### src/rtl/sprite_fetch_sched.sv
// sprite_fetch_sched: fetches one sprite row into a line buffer during
// horizontal blanking and streams it out by column in active video.
`timescale 1ns/1ps
module sprite_fetch_sched #(
  parameter int SPRITE_W = 16,
  parameter int SPRITE_H = 16,
  parameter int V_TOTAL  = 525,
  parameter int ROM_LAT  = 1
) (
  input  logic        pixel_clk,
  input  logic        reset_n,
  input  logic        line_tick,
  input  logic [9:0]  line_num,
  input  logic        disp_ena,
  input  logic [9:0]  column,
  input  logic [9:0]  sprite_x,
  input  logic [9:0]  sprite_y,
  output logic [7:0]  rom_addr,
  input  logic [11:0] rom_data,
  output logic        pix_valid,
  output logic [11:0] pix_color,
  output logic        line_ready,
  output logic        busy,
  output logic        overrun
);

  localparam int XW = $clog2(SPRITE_W);
  localparam int YW = (SPRITE_H > 1) ? $clog2(SPRITE_H) : 1;
  localparam int DW = $clog2(ROM_LAT + 2);

  typedef enum logic [1:0] {IDLE, FETCH, DRAIN} state_t;

  state_t state;
  state_t state_n;

  logic [10:0]   t_line;
  logic [10:0]   y_lo;
  logic [10:0]   y_hi;
  logic [10:0]   col_w;
  logic [10:0]   x_lo;
  logic [10:0]   x_hi;
  logic          hit;
  logic          in_win;
  logic          de_q;
  logic          de_rise;
  logic          abort;
  logic          load;
  logic          issue;
  logic          done;
  logic [XW-1:0] idx;
  logic [XW-1:0] col_off;
  logic [YW-1:0] srow;
  logic [YW-1:0] row_off;
  logic [9:0]    lx;
  logic [DW-1:0] drain_cnt;

  logic [ROM_LAT:0] wr_vld;
  logic [XW-1:0]    wr_idx [ROM_LAT+1];
  logic [11:0]      line_buf [SPRITE_W];

  // Target is the line after the tick; compared in 11 bits so the
  // bottom edge of the sprite never wraps.
  always_comb begin
    t_line = (line_num == 10'(V_TOTAL - 1)) ? 11'd0
           : {1'b0, line_num} + 11'd1;
    y_lo = {1'b0, sprite_y};
    y_hi = y_lo + 11'(SPRITE_H - 1);
    hit = (t_line >= y_lo) && (t_line <= y_hi);
    row_off = t_line[YW-1:0] - sprite_y[YW-1:0];
  end

  assign de_rise = disp_ena & ~de_q;
  assign busy    = (state != IDLE);
  assign abort   = de_rise & busy;

  always_ff @(posedge pixel_clk or negedge reset_n) begin
    if (!reset_n) state <= IDLE;
    else          state <= state_n;
  end

  always_comb begin
    state_n = state;
    if (line_tick) begin
      state_n = hit ? FETCH : IDLE;
    end else if (abort) begin
      state_n = IDLE;
    end else begin
      unique case (state)
        FETCH: if (idx == XW'(SPRITE_W - 1)) state_n = DRAIN;
        DRAIN: if (drain_cnt == DW'(ROM_LAT)) state_n = IDLE;
        default: state_n = state;
      endcase
    end
  end

  always_comb begin
    load  = 1'b0;
    issue = 1'b0;
    done  = 1'b0;
    if (line_tick) begin
      load = hit;
    end else if (!abort) begin
      issue = (state == FETCH);
      done  = (state == DRAIN) && (drain_cnt == DW'(ROM_LAT));
    end
  end

  // The first address goes out on the tick edge so reads run back to back.
  always_ff @(posedge pixel_clk or negedge reset_n) begin
    if (!reset_n) begin
      rom_addr   <= '0;
      idx        <= '0;
      srow       <= '0;
      lx         <= '0;
      drain_cnt  <= '0;
      line_ready <= 1'b0;
      overrun    <= 1'b0;
      de_q       <= 1'b0;
    end else begin
      de_q <= disp_ena;
      if (abort) overrun <= 1'b1;
      if (line_tick)  line_ready <= 1'b0;
      else if (done)  line_ready <= 1'b1;
      if (load) begin
        lx       <= sprite_x;
        srow     <= row_off;
        rom_addr <= 8'({row_off, {XW{1'b0}}});
        idx      <= XW'(1);
      end else if (issue) begin
        rom_addr <= 8'({srow, idx});
        idx      <= idx + XW'(1);
      end
      if (state == DRAIN) drain_cnt <= drain_cnt + DW'(1);
      else                drain_cnt <= '0;
    end
  end

  // Column tags follow the read latency; a new tick drops in-flight data.
  always_ff @(posedge pixel_clk or negedge reset_n) begin
    if (!reset_n) begin
      wr_vld <= '0;
      for (int j = 0; j <= ROM_LAT; j++) wr_idx[j] <= '0;
    end else begin
      wr_vld[0] <= load | issue;
      wr_idx[0] <= load ? '0 : idx;
      for (int j = 1; j <= ROM_LAT; j++) begin
        wr_vld[j] <= wr_vld[j-1] & ~line_tick;
        wr_idx[j] <= wr_idx[j-1];
      end
    end
  end

  always_ff @(posedge pixel_clk) begin
    if (wr_vld[ROM_LAT]) line_buf[wr_idx[ROM_LAT]] <= rom_data;
  end

  always_comb begin
    col_w   = {1'b0, column};
    x_lo    = {1'b0, lx};
    x_hi    = x_lo + 11'(SPRITE_W - 1);
    in_win  = disp_ena && line_ready && (col_w >= x_lo) && (col_w <= x_hi);
    col_off = column[XW-1:0] - lx[XW-1:0];
  end

  always_ff @(posedge pixel_clk or negedge reset_n) begin
    if (!reset_n) begin
      pix_valid <= 1'b0;
      pix_color <= '0;
    end else begin
      pix_valid <= in_win;
      pix_color <= in_win ? line_buf[col_off] : '0;
    end
  end

endmodule

### config.mk
export PLATFORM = sky130hd
export DESIGN_NAME = sprite_fetch_sched
export DESIGN_NICKNAME = d
export VERILOG_FILES = /design/src/rtl/sprite_fetch_sched.sv
export SDC_FILE = /design/constraint.sdc
export NUM_CORES = 1
export LEC_CHECK = 0
export CAP_MARGIN = 20
export CORE_MARGIN = 2
export CORE_UTILIZATION = 35
export DETAILED_ROUTE_END_ITERATION = 10
export GPL_TIMING_DRIVEN = 0
export SYNTH_ARGS = -nofsm -noshare
export SYNTH_HDL_FRONTEND = slang
export SYNTH_SLANG_ARGS = --single-unit
### constraint.sdc
create_clock -name pixel_clk -period 4.5 [get_ports pixel_clk]
set_input_delay 0.45 -clock pixel_clk [delete_from_list [all_inputs] [get_ports pixel_clk]]
set_output_delay 0.45 -clock pixel_clk [all_outputs]
set_load 0.01 [all_outputs]
==> key figures, run 1 <==
Floorplan
  • Die Y: 182 um
  • Core Area: 31300 um2
  • Initial core utilization: 0.353
  • Die width: 182 um
  • Top Ports: 80
  • DIE AREA: 33000 um2
  • FP Rows: 65

Critical path
  • Critical path fanouts, max: 10
  • Worst reg2reg path depth: 8
  • Reg2reg setup slack: between 0.4 and 0.5 ns
  • Max incr delay on CP: 0.77 ns
  • Startpoint Class: primary input
  • CP endpoint kind: flop
  • Critical path class: in -> reg
  • Worst EP arrival: approximately 4.4 ns
  • Slowest CP cell: xnor2_1
  • Critical-path cell list: clkdlybuf4s50_1 -> inv_1 -> ha_1 -> inv_1 -> fa_1 -> xnor2_1 -> clkbuf_1 -> buf_1 -> a211oi_1 -> a211oi_1
  • CP Data Required Time: just under 5 ns

Timing
  • Worst Tran Pin Value: 0.950 ns
  • Rel. slew slack: 0.367
  • Max Transition Viols Final: 0
  • Skew final: 0.0266 ns
  • Fin Hold WS: 0.347 ns
  • RSZ-0062 raised after global routing: no
  • Tmin final: approximately 4 ns
  • Final setup fails: 0
  • Period Utilization, post-route: 0.906
  • Hold Vio Cnt, Final: 0
  • Fmax: 245 MHz

Clocking
  • Clock Pin Slew Worst Setup and Hold Paths: 0.06 ns
  • Clock root buffer: clkbuf_16
  • Max Root-Sink Buffers: 3
  • CTS tree: yes
  • Cts bufs inserted: 26
  • Clock sink total: 248
  • Post-CTS Resized: 0
  • H-tree levels: 1
  • Worst-skew pair later-pin latency: 0.53 ns
  • Postcts setup bufs: 0

Power and ir drop
  • P per Cell Area: approximately 530 nW/um2
  • Leak: between 4 and 5 nW
  • Worst vdd ir: around 0.00033 V
  • Total power: 0.00712 W

Synthesis
  • Top FF cell, synth: edfxtp_1
  • Post-synthesis cell area: 11100 um2
  • Synthesized flop and latch total: roughly 250
  • Yosys top cell by area: edfxtp_1
  • Area contributors post-synth: edfxtp_1 52%, dfrtp_1 13%, mux4_2 9.8%, ha_1 5.2%, xnor2_1 2.0%
  • Syn_nets: 789
  • EDFF count, synth: ~190
  • Share of the synthesized area in the top cell type: 0.521
  • Register area share after synthesis: 0.648
  • FFs w/ async S/R, synth: 0.226
  • Syn Area/Cell: 16.1 um2
  • Syn Inst Count: between 600 and 700
  • Post-synthesis cell type count: 52
  • Ys Warns: 0

Placed design
  • Placed cells: 1182
  • GP Congestion: between 0.7 and 0.8
  • # port buffers: 78
  • HPWL after DPL: approximately 16000 um

Drt
  • Via density: 4.92
  • Antenna viol nets, final: 0
  • Vias: 6061
  • Drt total wl: 22900 um
  • Routed WL per cell: 18.6 um
  • First-pass detailed-route iteration total: 4
  • Residual DRC: 0
  • Initial DRC Count: 360

Finish
  • Antenna fix cells: 0
  • Share of layout cells above drive strength 1: 0.161
  • Most frequent cells in the layout: 192 x edfxtp_1, 77 x clkdlybuf4s50_1, 56 x dfrtp_1
  • Area growth syn-to-layout: 21.1%
  • Fillers: 2803
  • Commonest non-fill, non-tap cell in the layout: edfxtp_1
  • FF+latch area: roughly 7200 um2
  • Final #Nets: 914
  • Final instance count without filler cells: 1232
  • Finished Core Util: 0.428
  • Multi-input combinational cell area: 3690 um2

Global route
  • Total global routing track utilization: 0.141
  • Vias in the first global route: 6350
  • Initial antenna violation count: 1
  • GRT overflow: 0
  • Largest net degree at the start of global routing: 40
  • First-pass GRT wire length: 35900 um

Hold path
  • Min-Delay Path Class: reg -> reg
  • Hold depth: 0

Job
  • Max cap viols: 0

Run status
  • Status: finished, final reports clean
## cell usage after synthesis, types with 2 or more instances
master,instances
xnor2_1,25
a211o_1,2
a21o_1,4
nand3b_1,3
mux2_4,12
nand2b_1,3
inv_1,34
fa_1,2
buf_1,6
mux2_2,2
mux2i_1,18
buf_2,2
a2111oi_0,2
o211ai_1,4
o21ai_0,8
nor2b_1,19
mux4_2,48
and3_1,2
a21oi_1,13
nor3_1,11
nand3_1,8
and4_1,3
xor2_1,6
o21a_1,5
ha_1,46
nand2_1,40
or2_2,2
edfxtp_1,192
clkbuf_1,11
buf_6,2
a211oi_1,26
a21boi_0,5
nand4_1,9
nor2_1,30
and2_1,8
dfrtp_1,56
## sequential cells by signal (all words and copies together), names as in the netlist, 2 cells and up
register   count
srow           4
drain_cnt      2
line_buf     192
pix_color     12
wr_vld         2
idx            4
lx            10
wr_idx         8
rom_addr       8
state          2
## final timing paths
check | from | endpoint
hold / removal | wr_idx[6]$_DFF_PN0_ | wr_idx[2]$_DFF_PN0_
hold reg to reg | wr_idx[6]$_DFF_PN0_ | wr_idx[2]$_DFF_PN0_
setup / recovery | column[0] | pix_color[11]$_DFF_PN0_
max in group asynchronous | reset_n | lx[3]$_DFFE_PN0P_
setup reg to reg | lx[0]$_DFFE_PN0P_ | pix_color[11]$_DFF_PN0_
min in group asynchronous | reset_n | pix_color[7]$_DFF_PN0_
## logic make-up after synthesis
logic type,synth area share
flip-flops,0.648
AND/OR/NAND/NOR,0.0665
multiplexers,0.132
AO/OA/AOI/OAI,0.0506
buffers and inverters,0.0203
adder cells (fa/ha/maj),0.0576
XOR/XNOR,0.0246
## critical path: cells and delay by family
| family | cells | cell delay [ns] |
|---|---|---|
| compound gates | 2 | 0.71 |
| buf+inv | 5 | 1.94 |
| fa+ha+maj | 2 | 0.56 |
| xor+xnor | 1 | 0.77 |
## power breakdown
| group | internal, W | total (W) | switching, W | leakage [nW] |
|---|---|---|---|---|
| logic | 0.00110 | 0.00229 | 0.00119 | 2.00 |
| clock network | 0.00123 | 0.00207 | 0.000842 | 0.407 |
| registers | 0.00263 | 0.00276 | 0.000127 | 2.44 |
## metal layers
metal  wire [um]  up-vias  track usage
met5           0        -            0
met1       10300     3042        0.190
li1            -     2887            -
met2       11500      110        0.240
met4         279        0       0.0312
met3         862       22       0.0235
## what timing repair did
item | CTS | global route
endpoints found under the hold margin | 17 | 0
hold buffers | 1 | 0
endpoints found under the setup margin | 0 | 0
## through the flow
stage | setup TNS, ns | cell area [um2] | worst slack (ns)
floorplan | 0 | 11100 | 1.26
detailed placement | -0.534 | 12500 | -0.183
global placement | -0.377 | 12300 | -0.144
CTS | 0 | 13400 | 0.372
global route | 0 | 13400 | 0.175
finish | 0 | 13400 | 0.422
## layout make-up
type,count,area share
clock inverter,7,0.00561
sequential,248,0.535
clock buffer,41,0.0573
buffer,21,0.00720
tap,402,0.0376
inverter,34,0.00953
multi-input combinational,382,0.275
timing repair buffer,97,0.0720
Power figures use the tool's default switching activity.
==> run 2: changes to the inputs <==
Settings changed: CORE_UTILIZATION 35 to 45.
==> key figures, run 2 (synthesis results as in run 1) <==
Run status
  • Status: finished, final reports clean

Global route
  • Initial antenna violation count: 0
  • Largest net degree at the start of global routing: 39
  • First-pass GRT wire length: 37200 um
  • Total global routing track utilization: 0.187
  • GRT overflow: 0
  • Vias in the first global route: 6578

Finish
  • Finished Core Util: 0.546
  • Area growth syn-to-layout: 19.8%
  • Commonest non-fill, non-tap cell in the layout: edfxtp_1
  • Max reg flops: 192
  • Final #Nets: 911
  • Antenna fix cells: 0
  • Share of layout cells above drive strength 1: 0.162
  • Most frequent cells in the layout: 192 x edfxtp_1, 77 x clkdlybuf4s50_1, 56 x dfrtp_1

Critical path
  • Startpoint Class: flop
  • CP endpoint kind: flop
  • Critical path fanouts, max: 10
  • CP Data Required Time: 4.90 ns
  • Worst EP arrival: roughly 4.3 ns
  • Critical path class: reg -> reg

Timing
  • Max Transition Viols Final: 0
  • Worst setup margin: 0.609 ns
  • Hold Vio Cnt, Final: 0
  • Final setup fails: 0
  • Tmin final: 3.89 ns
  • Skew final: 0.0129 ns
  • Period Utilization, post-route: 0.865
  • Final setup TNS: 0 ns
  • Fmax: 257 MHz
  • Rel. slew slack: 0.366
  • Fin Hold WS: about 0.35 ns
  • Worst Tran Pin Value: 0.951 ns
  • RSZ-0062 raised after global routing: no

Floorplan
  • Core Area: about 24000 um2
  • Die Y: 161 um
  • FP Rows: 57
  • DIE AREA: 25800 um2
  • Die width: roughly 160 um
  • Initial core utilization: 0.456
  • Top Ports: 80

Clocking
  • Cts bufs inserted: 26
  • CTS tree: yes
  • Clock Pin Slew Worst Setup and Hold Paths: 0.06 ns
  • Max Root-Sink Buffers: 3
  • H-tree levels: 1
  • Post-CTS Resized: 0
  • Worst-skew pair later-pin latency: 0.53 ns
  • Clock sink total: 248
  • Clock root buffer: clkbuf_16

Drt
  • Post-route met1 wirelength: 10500 um
  • Residual DRC: 0
  • First-pass detailed-route iteration total: 4
  • Routed WL per cell: 20.5 um
  • Antenna viol nets, final: 0
  • DR top layer: met4
  • Vias: 6256
  • Via density: between 5 and 6
  • Met3 wire length: 1020 um
  • Initial DRC Count: 520
  • Drt total wl: 23500 um
  • Wire length on met2: 11700 um

Placed design
  • DP Worst Slack: 0.0167 ns
  • GP Congestion: around 0.84
  • HPWL after DPL: 17000 um
  • # port buffers: 78

Power and ir drop
  • P per Cell Area: 534 nW/um2
  • Worst vdd ir: 0.000343 V
  • Leak: 4.82 nW
  • Total power: 0.00707 W

Hold path
  • Min-Delay Path Class: reg -> reg

Job
  • Max cap viols: 0
[run 2: cell types whose count changed in the layout (fill, tap and decap cells not counted), sizes merged]
cell / previous run / this run
buf: 29 / 26
clkinv: 5 / 13
clkbuf: 52 / 41
clkinvlp: 1 / 3
[run 2: metrics by stage]
stage / instance area, um2 / cells
after floorplan: 11100 / 685
after global placement: 12200 / 1087
after detailed placement: 12400 / 1101
after CTS: 13200 / 1149
after global routing: 13200 / 1150
final: 13200 / 1150
[run 2: worst max-delay path, cell delays in order, from the launching register on]
cell	delay [ns]
dfrtp_1	0.43
ha_1	0.18
inv_1	0.05
fa_1	0.40
xnor2_1	0.76
clkbuf_1	0.60
buf_1	0.70
mux2i_1	0.24
a211oi_1	0.40
[run 2: final timing paths]
path | from | endpoint | slack (ns) | cells after the start
worst max-delay path | lx[0]$_DFFE_PN0P_ | pix_color[3]$_DFF_PN0_ | 0.61 | 8
min in group asynchronous | reset_n | pix_color[1]$_DFF_PN0_ | 0.44 | 2
worst min-delay path | wr_idx[7]$_DFF_PN0_ | wr_idx[3]$_DFF_PN0_ | 0.35 | 0
worst max register to register | lx[0]$_DFFE_PN0P_ | pix_color[3]$_DFF_PN0_ | 0.61 | 8
max in group asynchronous | reset_n | rom_addr[4]$_DFFE_PN0P_ | 3.46 | 3
worst min register to register | wr_idx[7]$_DFF_PN0_ | wr_idx[3]$_DFF_PN0_ | 0.35 | 0
[run 2: where the power goes]
group	switching (W)	internal (W)
Combinational	0.00121	0.00111
Sequential	0.000129	0.00263
Clock	0.000864	0.00113
Total	0.00220	0.00486
[run 2: timing repair]
| action | in CTS | in global routing |
|---|---|---|
| hold buffers | 1 | 0 |
| hold endpoints to repair | 18 | 0 |
| setup buffers | 0 | 0 |
[run 2: layout make-up]
type / count / area (um2)
Timing Repair Buffer: 94 / 952
Clock inverter: 17 / 136
Inverter: 34 / 128
Sequential cell: 248 / 7170
Fill cell: 1974 / 11000
Clock buffer: 30 / 666
Buffer: 21 / 96.3
Multi-Input combinational cell: 382 / 3690
Tap cell: 324 / 405
[run 2: metal layers]
metal / vias to the layer above / global-route usage
met1: 3224 / 0.263
met5: - / 0
met4: 0 / 0.0386
met2: 131 / 0.315
met3: 22 / 0.0269
li1: 2879 / -
